`src/rtl/sram_stream_reader_pkg.sv`:
```
// rtl/sram_stream_reader_pkg.sv - shared SRAM geometry and reader state encoding
package sram_stream_reader_pkg;

    localparam int SRAM_ADDR_W = 10;
    localparam int SRAM_DATA_W = 8;
    localparam int SRAM_DEPTH  = 1 << SRAM_ADDR_W;
    localparam int SRAM_LEN_W  = SRAM_ADDR_W + 1;

    typedef enum logic [1:0] {
        ST_IDLE  = 2'd0,
        ST_READ  = 2'd1,
        ST_DRAIN = 2'd2
    } state_t;

endpackage

```
`src/rtl/sram_stream_fifo2.sv`:
```
// rtl/sram_stream_fifo2.sv - 2-entry first-word-fall-through FIFO with flush
module sram_stream_fifo2
    import sram_stream_reader_pkg::*;
#(
    parameter int DATA_W = SRAM_DATA_W
) (
    input  logic              clk,
    input  logic              rst_n,
    input  logic              flush,
    input  logic              push,
    input  logic [DATA_W-1:0] push_data,
    input  logic              pop,
    output logic [DATA_W-1:0] pop_data,
    output logic [1:0]        count
);

    logic [DATA_W-1:0] mem [2];
    logic              wr_ptr;
    logic              rd_ptr;
    logic              do_push;
    logic              do_pop;

    // A push into a full FIFO is only accepted when the head leaves the same cycle.
    assign do_pop   = pop && (count != 2'd0);
    assign do_push  = push && ((count != 2'd2) || do_pop);
    assign pop_data = mem[rd_ptr];

    always_ff @(posedge clk or negedge rst_n) begin
        if (!rst_n) begin
            mem[0] <= '0;
            mem[1] <= '0;
            wr_ptr <= 1'b0;
            rd_ptr <= 1'b0;
            count  <= 2'd0;
        end else if (flush) begin
            wr_ptr <= 1'b0;
            rd_ptr <= 1'b0;
            count  <= 2'd0;
        end else begin
            if (do_push) begin
                mem[wr_ptr] <= push_data;
                wr_ptr      <= ~wr_ptr;
            end
            if (do_pop) begin
                rd_ptr <= ~rd_ptr;
            end
            count <= count + {1'b0, do_push} - {1'b0, do_pop};
        end
    end

endmodule

```
`src/rtl/sram_stream_reader.sv`:
```
// rtl/sram_stream_reader.sv - SRAM read-port window to byte stream; SRAM_STREAM_READER_LOOP_EN adds loop input
module sram_stream_reader
    import sram_stream_reader_pkg::*;
#(
    parameter int ADDR_W = SRAM_ADDR_W,
    parameter int DATA_W = SRAM_DATA_W,
    parameter int LEN_W  = SRAM_LEN_W
) (
    input  logic              clk,
    input  logic              rst_n,
    input  logic              start,
    input  logic              abort,
`ifdef SRAM_STREAM_READER_LOOP_EN
    input  logic              loop,
`endif
    input  logic [ADDR_W-1:0] base_addr,
    input  logic [LEN_W-1:0]  length,
    output logic              busy,
    output logic              done,
    output logic              sram_cs_n,
    output logic [ADDR_W-1:0] sram_addr,
    input  logic [DATA_W-1:0] sram_rdata,
    output logic [DATA_W-1:0] m_data,
    output logic              m_valid,
    input  logic              m_ready
);

    state_t            state;
    logic [ADDR_W-1:0] ptr;
    logic [ADDR_W-1:0] base_q;
    logic [LEN_W-1:0]  remaining;
    logic [LEN_W-1:0]  len_q;
    logic              inflight;
    logic              done_q;
    logic              busy_q;
    logic [1:0]        fifo_count;
    logic              pop;
    logic              issue;
    logic              last_pop;
    logic              restart;

`ifdef SRAM_STREAM_READER_LOOP_EN
    assign restart = loop;
`else
    assign restart = 1'b0;
`endif

    assign pop     = m_valid & m_ready;
    assign m_valid = (fifo_count != 2'd0);

    // Buffered plus in-flight bytes, after this cycle's pop, must leave room for one more.
    assign issue = (state == ST_READ) && (remaining != '0) &&
                   (({1'b0, fifo_count} + {2'b0, inflight}) < (3'd2 + {2'b0, pop}));

    assign sram_cs_n = ~issue;
    assign sram_addr = ptr;
    assign busy      = busy_q;
    assign done      = done_q;

    // The final byte leaves the FIFO with nothing left in flight behind it.
    assign last_pop = (state == ST_DRAIN) && !inflight && (fifo_count == 2'd1) && pop;

    sram_stream_fifo2 #(
        .DATA_W (DATA_W)
    ) u_fifo (
        .clk       (clk),
        .rst_n     (rst_n),
        .flush     (abort),
        .push      (inflight),
        .push_data (sram_rdata),
        .pop       (pop),
        .pop_data  (m_data),
        .count     (fifo_count)
    );

    always_ff @(posedge clk or negedge rst_n) begin
        if (!rst_n) begin
            state     <= ST_IDLE;
            ptr       <= '0;
            base_q    <= '0;
            remaining <= '0;
            len_q     <= '0;
            inflight  <= 1'b0;
            done_q    <= 1'b0;
            busy_q    <= 1'b0;
        end else begin
            done_q   <= 1'b0;
            inflight <= issue;
            if (issue) begin
                ptr       <= ptr + ADDR_W'(1);
                remaining <= remaining - LEN_W'(1);
            end
            if (abort) begin
                state    <= ST_IDLE;
                busy_q   <= 1'b0;
                inflight <= 1'b0;
            end else begin
                case (state)
                    ST_IDLE: begin
                        if (start) begin
                            if (length != '0) begin
                                base_q    <= base_addr;
                                len_q     <= length;
                                ptr       <= base_addr;
                                remaining <= length;
                                state     <= ST_READ;
                                busy_q    <= 1'b1;
                            end else begin
                                done_q <= 1'b1;
                            end
                        end
                    end
                    ST_READ: begin
                        if (issue && (remaining == LEN_W'(1))) begin
                            state <= ST_DRAIN;
                        end
                    end
                    ST_DRAIN: begin
                        if (last_pop) begin
                            done_q <= 1'b1;
                            if (restart) begin
                                ptr       <= base_q;
                                remaining <= len_q;
                                state     <= ST_READ;
                            end else begin
                                state  <= ST_IDLE;
                                busy_q <= 1'b0;
                            end
                        end
                    end
                    default: begin
                        state  <= ST_IDLE;
                        busy_q <= 1'b0;
                    end
                endcase
            end
        end
    end

endmodule

```
`config.mk`:
```
export PLATFORM = sky130hd
export DESIGN_NAME = sram_stream_reader
export DESIGN_NICKNAME = d
export VERILOG_FILES = /design/src/rtl/sram_stream_reader_pkg.sv /design/src/rtl/sram_stream_fifo2.sv /design/src/rtl/sram_stream_reader.sv
export SDC_FILE = /design/constraint.sdc
export NUM_CORES = 1
export LEC_CHECK = 0
export ABC_AREA = 1
export CORE_MARGIN = 2
export CORE_UTILIZATION = 55
export CTS_CLUSTER_DIAMETER = 30
export CTS_CLUSTER_SIZE = 12
export DETAILED_ROUTE_END_ITERATION = 7
export DONT_BUFFER_PORTS = 1
export PLACE_DENSITY = 0.79
export RECOVER_POWER = 100
export SLEW_MARGIN = 20
export SYNTH_ARGS = -nofsm -noshare
export SYNTH_HDL_FRONTEND = slang
export SYNTH_SLANG_ARGS = --single-unit
```
`constraint.sdc`:
```
create_clock -name clk -period 2.4 [get_ports clk]
set_input_delay 0.24 -clock clk [delete_from_list [all_inputs] [get_ports clk]]
set_output_delay 0.24 -clock clk [all_outputs]
set_load 0.01 [all_outputs]
```
Word level (Yosys, flattened, before mapping)
Index checks and enable logic that the tools add are counted.
Storage, ports and cells
  register bits after elaboration: 46
  bits of input ports: 34
  output and inout bits: 22
  word-level logic and storage cells: 96
Operators by class
  add/sub/neg operators: 6
  $lt $le $gt $ge: 4
  equal/unequal tests: 10
  multiplexer cells: 38
  bitwise logic cells: 7
  reduce and logical (&&, ||, !) cells: 20
Operators with widths (count)
  2-to-1 mux 11 bit: 5
  2-to-1 mux 10 bit: 5
  2-to-1 mux 8 bit: 4
  nonzero test 11 bit: 2
  bitwise mux 16 bit: 1
  2-to-1 mux 1 bit: 13
  2-to-1 mux 2 bit: 6
  equality test 11 x 1 -> 1 bit, second input constant: 1
  subtractor 11 x 1 -> 11 bit, second input constant: 1
  adder 10 x 1 -> 10 bit, second input constant: 1
  logical AND 1 bit: 9
  != test 3 bit, second input constant: 3
  demux 8 bit (select 1 bit): 1
  AND reduction 4 bit: 2
  case mux 2 bit (3 select lines): 1
  nonzero test 2 bit: 3
  equality test 2 x 1 -> 1 bit, second input constant: 2
  >= comparator 2 bit, second input constant: 2
  != test 2 bit, second input constant: 2
  inverter 1 bit: 4
  inverter 1 -> 2 bit: 2
  adder 2 x 1 -> 3 bit: 1
  adder 2 x 1 -> 3 bit, first input constant: 1
  < comparator 3 bit: 1
  12 further kinds: 12

Logic depth before layout (Yosys ltp)
  depth after elaboration: 10
  mapped depth: 12
  gate-level depth less buffers: 12

Modules after synthesis
Synthesis repeated with hierarchy kept, for this count alone.
Unflattened totals
  cells, all modules: 383
  area total of the unflattened synthesis: 2882.8 um^2
Modules (own cells, without submodules)
  sram_stream_reader: instances 1, cells an instance 256, area each 1856.8 um^2, seq. area each 650.6 um^2
  sram_stream_fifo2: instances 1, cells an instance 127, area each 1026.0 um^2, seq. area each 500.5 um^2

Least setup slack after synthesis
No wires, ideal clock.
  path kind: register to register
  start point: register inflight
  end point: register state[0]
  setup time: 121 ps
  data arrival time: 1474 ps
  data required time: 2279 ps
  path slack: 805 ps
  cell stages (with the launch flop): 10
  path buffers: 1
  period minus slack after synthesis: 1595 ps
  cells stage by stage: dfrtp_1 ha_1 ha_1 nor2_1 nand3_4 inv_4 buf_6 nand3_1 o21ai_1 nand2_1
Between the ends
  cells in the longest elaborated chain, start to end: 6
  elaborated cells between the ends (all ways): 11
  those cells by class: add/sub: 1; order compare: 1; eq/ne: 2; reduce/logical: 7
RTL lines
  start, declared: line sram_stream_reader.sv:33  | logic inflight;
  start signal, assigned: line sram_stream_reader.sv:88  | inflight <= issue;
  adder 2 x 1 -> 3 bit or logical NOT 1 bit (tied branches): line sram_stream_reader.sv:53, sram_stream_reader.sv:61
  < comparator 3 bit or logical AND 1 bit (tied branches): line sram_stream_reader.sv:53, sram_stream_reader.sv:61
  logical AND 1 bit (on tied branches): line sram_stream_reader.sv:52, sram_stream_reader.sv:61
  logical AND 1 bit (on tied branches): line sram_stream_reader.sv:114, sram_stream_reader.sv:61
  != test 3 x 2 -> 1 bit (no source line) or != test 3 bit (tied branches)
  AND reduction 4 bit (no source line) *
  end signal, assigned: line sram_stream_reader.sv:115  | state <= ST_DRAIN;
  end signal, assigned: line sram_stream_reader.sv:124  | state <= ST_READ;
  end signal, assigned: line sram_stream_reader.sv:126  | state <= ST_IDLE;
  end, declared: line sram_stream_reader.sv:28  | state_t state;
Every way passes the cells marked *; elsewhere a longest branch is shown, timed or not.
A chain may end at the register's enable or synchronous reset.

Worst setup path in the final report
  start point: register inflight
  end point: register remaining[10]
Between the ends
  cells in the longest elaborated chain, start to end: 8
RTL lines
  adder 2 x 1 -> 3 bit *: line sram_stream_reader.sv:53  | (({1'b0, fifo_count} + {2'b0, inflight}) < (3'd2 + {2'b0, pop}));
  < comparator 3 bit *: line sram_stream_reader.sv:53
  logical AND 1 bit *: line sram_stream_reader.sv:52  | assign issue = (state == ST_READ) && (remaining != '0) &&
  2-to-1 mux 11 bit *: line sram_stream_reader.sv:89  | if (issue) begin
  2-to-1 mux 11 bit: line sram_stream_reader.sv:101  | if (length != '0) begin
  2-to-1 mux 11 bit: line sram_stream_reader.sv:100  | if (start) begin
  2-to-1 mux 11 bit
  2-to-1 mux 11 bit *: line sram_stream_reader.sv:93  | if (abort) begin
  end signal, assigned: line sram_stream_reader.sv:91  | remaining <= remaining - LEN_W'(1);
  end signal, assigned: line sram_stream_reader.sv:105  | remaining <= length;
  end signal, assigned: line sram_stream_reader.sv:123  | remaining <= len_q;
  end, declared: line sram_stream_reader.sv:31  | logic [LEN_W-1:0] remaining;
Marked as above.

==> results.json <==
{
  "status": "complete, no violations",
  "fin_cells": 430,
  "wl_mm": 5.31,
  "required_ps": 2590,
  "gp_congestion": 0.861,
  "drt-pass1-iter-count": 4,
  "h-tree-depth": 2,
  "fin_nets": 404,
  "synth-edff-count": 0,
  "start_util_pct": 56.7,
  "ys_seq_area_share_pct": 43.0,
  "hold_end": "done",
  "synth_seq_cells": 46,
  "die_area_sq_um": 5440,
  "power_mw": 3.01,
  "post_drt_wl_per_cell_um": 12.3,
  "dpl.hpwl_mm": 3.83,
  "synth_area_sq_um": 2680,
  "cts_tree": "built",
  "numPortBuffers": 0,
  "fin_crit_sh_pct": 82.7,
  "cts_root_buffer": "clkbuf_8",
  "postSynthAreaPerCell_sq_um": 7.42,
  "overflow": 0,
  "max_freq_ghz": 0.504,
  "cap_violations": 0,
  "area_growth_pct": 5.46,
  "synth_most_common_cell": "nand2_1",
  "die_x_um": 73.8,
  "vias": 2210,
  "worst_clock_skew_ps": 4.90,
  "arrival_ps": 2180,
  "drc": 0,
  "die_height_um": 73.8,
  "slowest_delay_ps": 410,
  "hp-class": "input pin to flip-flop",
  "postCtsSetupBuffers": 0,
  "ir_drop_uv": 549,
  "path_delay_family": "simple AND/OR/NAND/NOR gates",
  "reg2reg_depth": 8,
  "synthesis.nets": 403,
  "synth_top_area_cell": "dfrtp_1",
  "critical_path_buf_inv_count": 0,
  "setup_tns_ps": 0,
  "syn-instance-count": 361,
  "r2r_slack_ps": 420,
  "diodes": 0,
  "holdCritStartpoint": "abort",
  "dp.cells": 419,
  "vias_per_cell": 5.14,
  "clock_sinks": 46,
  "hold_ws_ps": 39.6,
  "cp_cell_sequence": "ha_1, ha_1, nor2_1, nand3_4, nor2_1, nand3_1, nand3_1, nand2_1",
  "drive_above_1_share_pct": 6.61,
  "synthArstFlopShare_pct": 100,
  "grt_max_degree": 47,
  "finalHoldViolCount": 0,
  "antenna_left": 0,
  "cts_buffers": 5,
  "power.density_nw_per_um2": 1070,
  "leakagePower_nw": 1.43,
  "worstSetupPathType": "flip-flop to flip-flop",
  "ys_warn_count": 0,
  "crit_fanout": 23,
  "clk_pin_slew_ps": 90,
  "synthTopCellsByArea": "dfrtp_1 43%, nand2_1 16%, nand3_1 4.9%",
  "tightest_slew_ps": 1110,
  "setup_viol": 0,
  "worst_setup_path_start_kind": "flip-flop",
  "antenna_found_initial": 0,
  "ioPinCount": 56,
  "relSlewSlack_pct": 26.3,
  "fin_crit_ps": 1980,
  "grt_pass1_vias": 2120,
  "worst_path_max_delay_cell": "dfrtp_1",
  "rsz0062_at_grt": "false",
  "reg2reg_to": "remaining[10]",
  "row_count": 25,
  "r2r-start": "inflight",
  "grt_usage_pct": 22.0,
  "cts_buffer_depth": 2,
  "synthDistinctLibCells": 31,
  "worstHoldPathCells": 1,
  "yosysTopAreaCellShare_pct": 43.0,
  "coreArea_sq_um": 4720,
  "drtIter0Drc": 149,
  "synth_commonest_cells": "116 x nand2_1, 46 x dfrtp_1, 34 x inv_1, 31 x nor2_1, 26 x nand3_1",
  "cp-end-kind": "flip-flop",
  "grt_pass1_wl_mm": 9.34,
  "synth_ff_type": "dfrtp_1",
  "clkLatencyLatePin_ps": 300,
  "maxSlewViolCount": 0
}
-- timing repair --
action | CTS | global route
resized for setup | 0 | 0
endpoints found under the hold margin | 49 | 0
hold buffers | 3 | 0
-- layout by cell type (no fill, tap or decap), drive strengths merged --
master | synthesis | routed
a21oi | 6 | 6
a31oi | 2 | 2
buf | 9 | 1
bufinv | 0 | 1
clkbuf | 1 | 6
clkinv | 1 | 2
clkinvlp | 0 | 2
dfrtp | 46 | 46
dlygate4sd3 | 0 | 2
ha | 8 | 8
inv | 43 | 42
nand2 | 120 | 120
nand3 | 28 | 28
nand4 | 2 | 2
nor2 | 35 | 35
nor3 | 7 | 7
o211ai | 1 | 1
o21ai | 36 | 36
o22ai | 1 | 1
o32ai | 1 | 1
xnor2 | 6 | 6
xor2 | 8 | 8
-- how the worst max path moves through the flow --
stage,start,endpoint,slack (ps),depth (start not counted)
after floorplan,inflight,state[0],800,9
after global placement,inflight,state[0],520,8
after detailed placement,inflight,state[0],460,8
after CTS,inflight,state[0],440,8
after global routing,inflight,remaining[10],230,8
final,inflight,remaining[10],420,8
-- state kept, by name, indices dropped and copies added, names as in the netlist --
register / flops
busy: 1
done: 1
inflight: 1
remaining: 11
sram_addr: 10
state: 2
u_fifo.count: 2
u_fifo.mem: 16
u_fifo.rd_ptr: 1
u_fifo.wr_ptr: 1
-- through the flow --
step | instance area (sq um) | worst slack (ps) | util [%]
after floorplan | 2680 | 805 | -
after global placement | 2710 | 520 | 57.3
after detailed placement | 2710 | 455 | 57.3
after CTS | 2870 | 436 | 60.7
after global routing | 2830 | 232 | 59.8
final | 2830 | 415 | 59.8
-- area by class of cell --
| cell class | count | area [sq um] |
|---|---|---|
| tap | 67 | 83.8 |
| sequential | 46 | 1150 |
| fill | 452 | 1900 |
| multi-input combinational | 261 | 1280 |
| inverter | 44 | 168 |
| clock buffer | 5 | 68.8 |
| clock inverter | 3 | 45.0 |
| timing repair buffer | 4 | 32.5 |
-- kinds of logic after synthesis --
family | share of synthesized area (%)
and+or+nand+nor | 30.3
AOI/OAI and AO/OA | 9.76
buffers and inverters | 8.64
DFF | 43.0
xor gates and xnor gates | 4.58
adders and majority gates | 3.74
-- worst register-to-register path: stages, from the launching register on --
cell and delay (ps):
dfrtp_1 410, ha_1 210, ha_1 180, nor2_1 180, nand3_4 290, nor2_1 320, nand3_1 120, nand3_1 120
nand2_1 60
-- where the power goes --
part | total, mW | switching (mW) | internal (mW)
Clock | 0.581 | 0.271 | 0.310
Combinational | 1.03 | 0.645 | 0.390
Sequential | 1.39 | 0.335 | 1.06
Total | 3.01 | 1.25 | 1.76
-- routing by layer --
metal	track usage, %	part of all wire [%]	vias up	wire (um)
li1	-	-	1137	-
met1	28.8	44	1022	2350
met2	36.3	49	47	2620
met3	5.49	5.4	4	286
met4	5.66	0.85	0	45
met5	0	0	-	0
No activity file was read; power rests on OpenSTA's default activity.
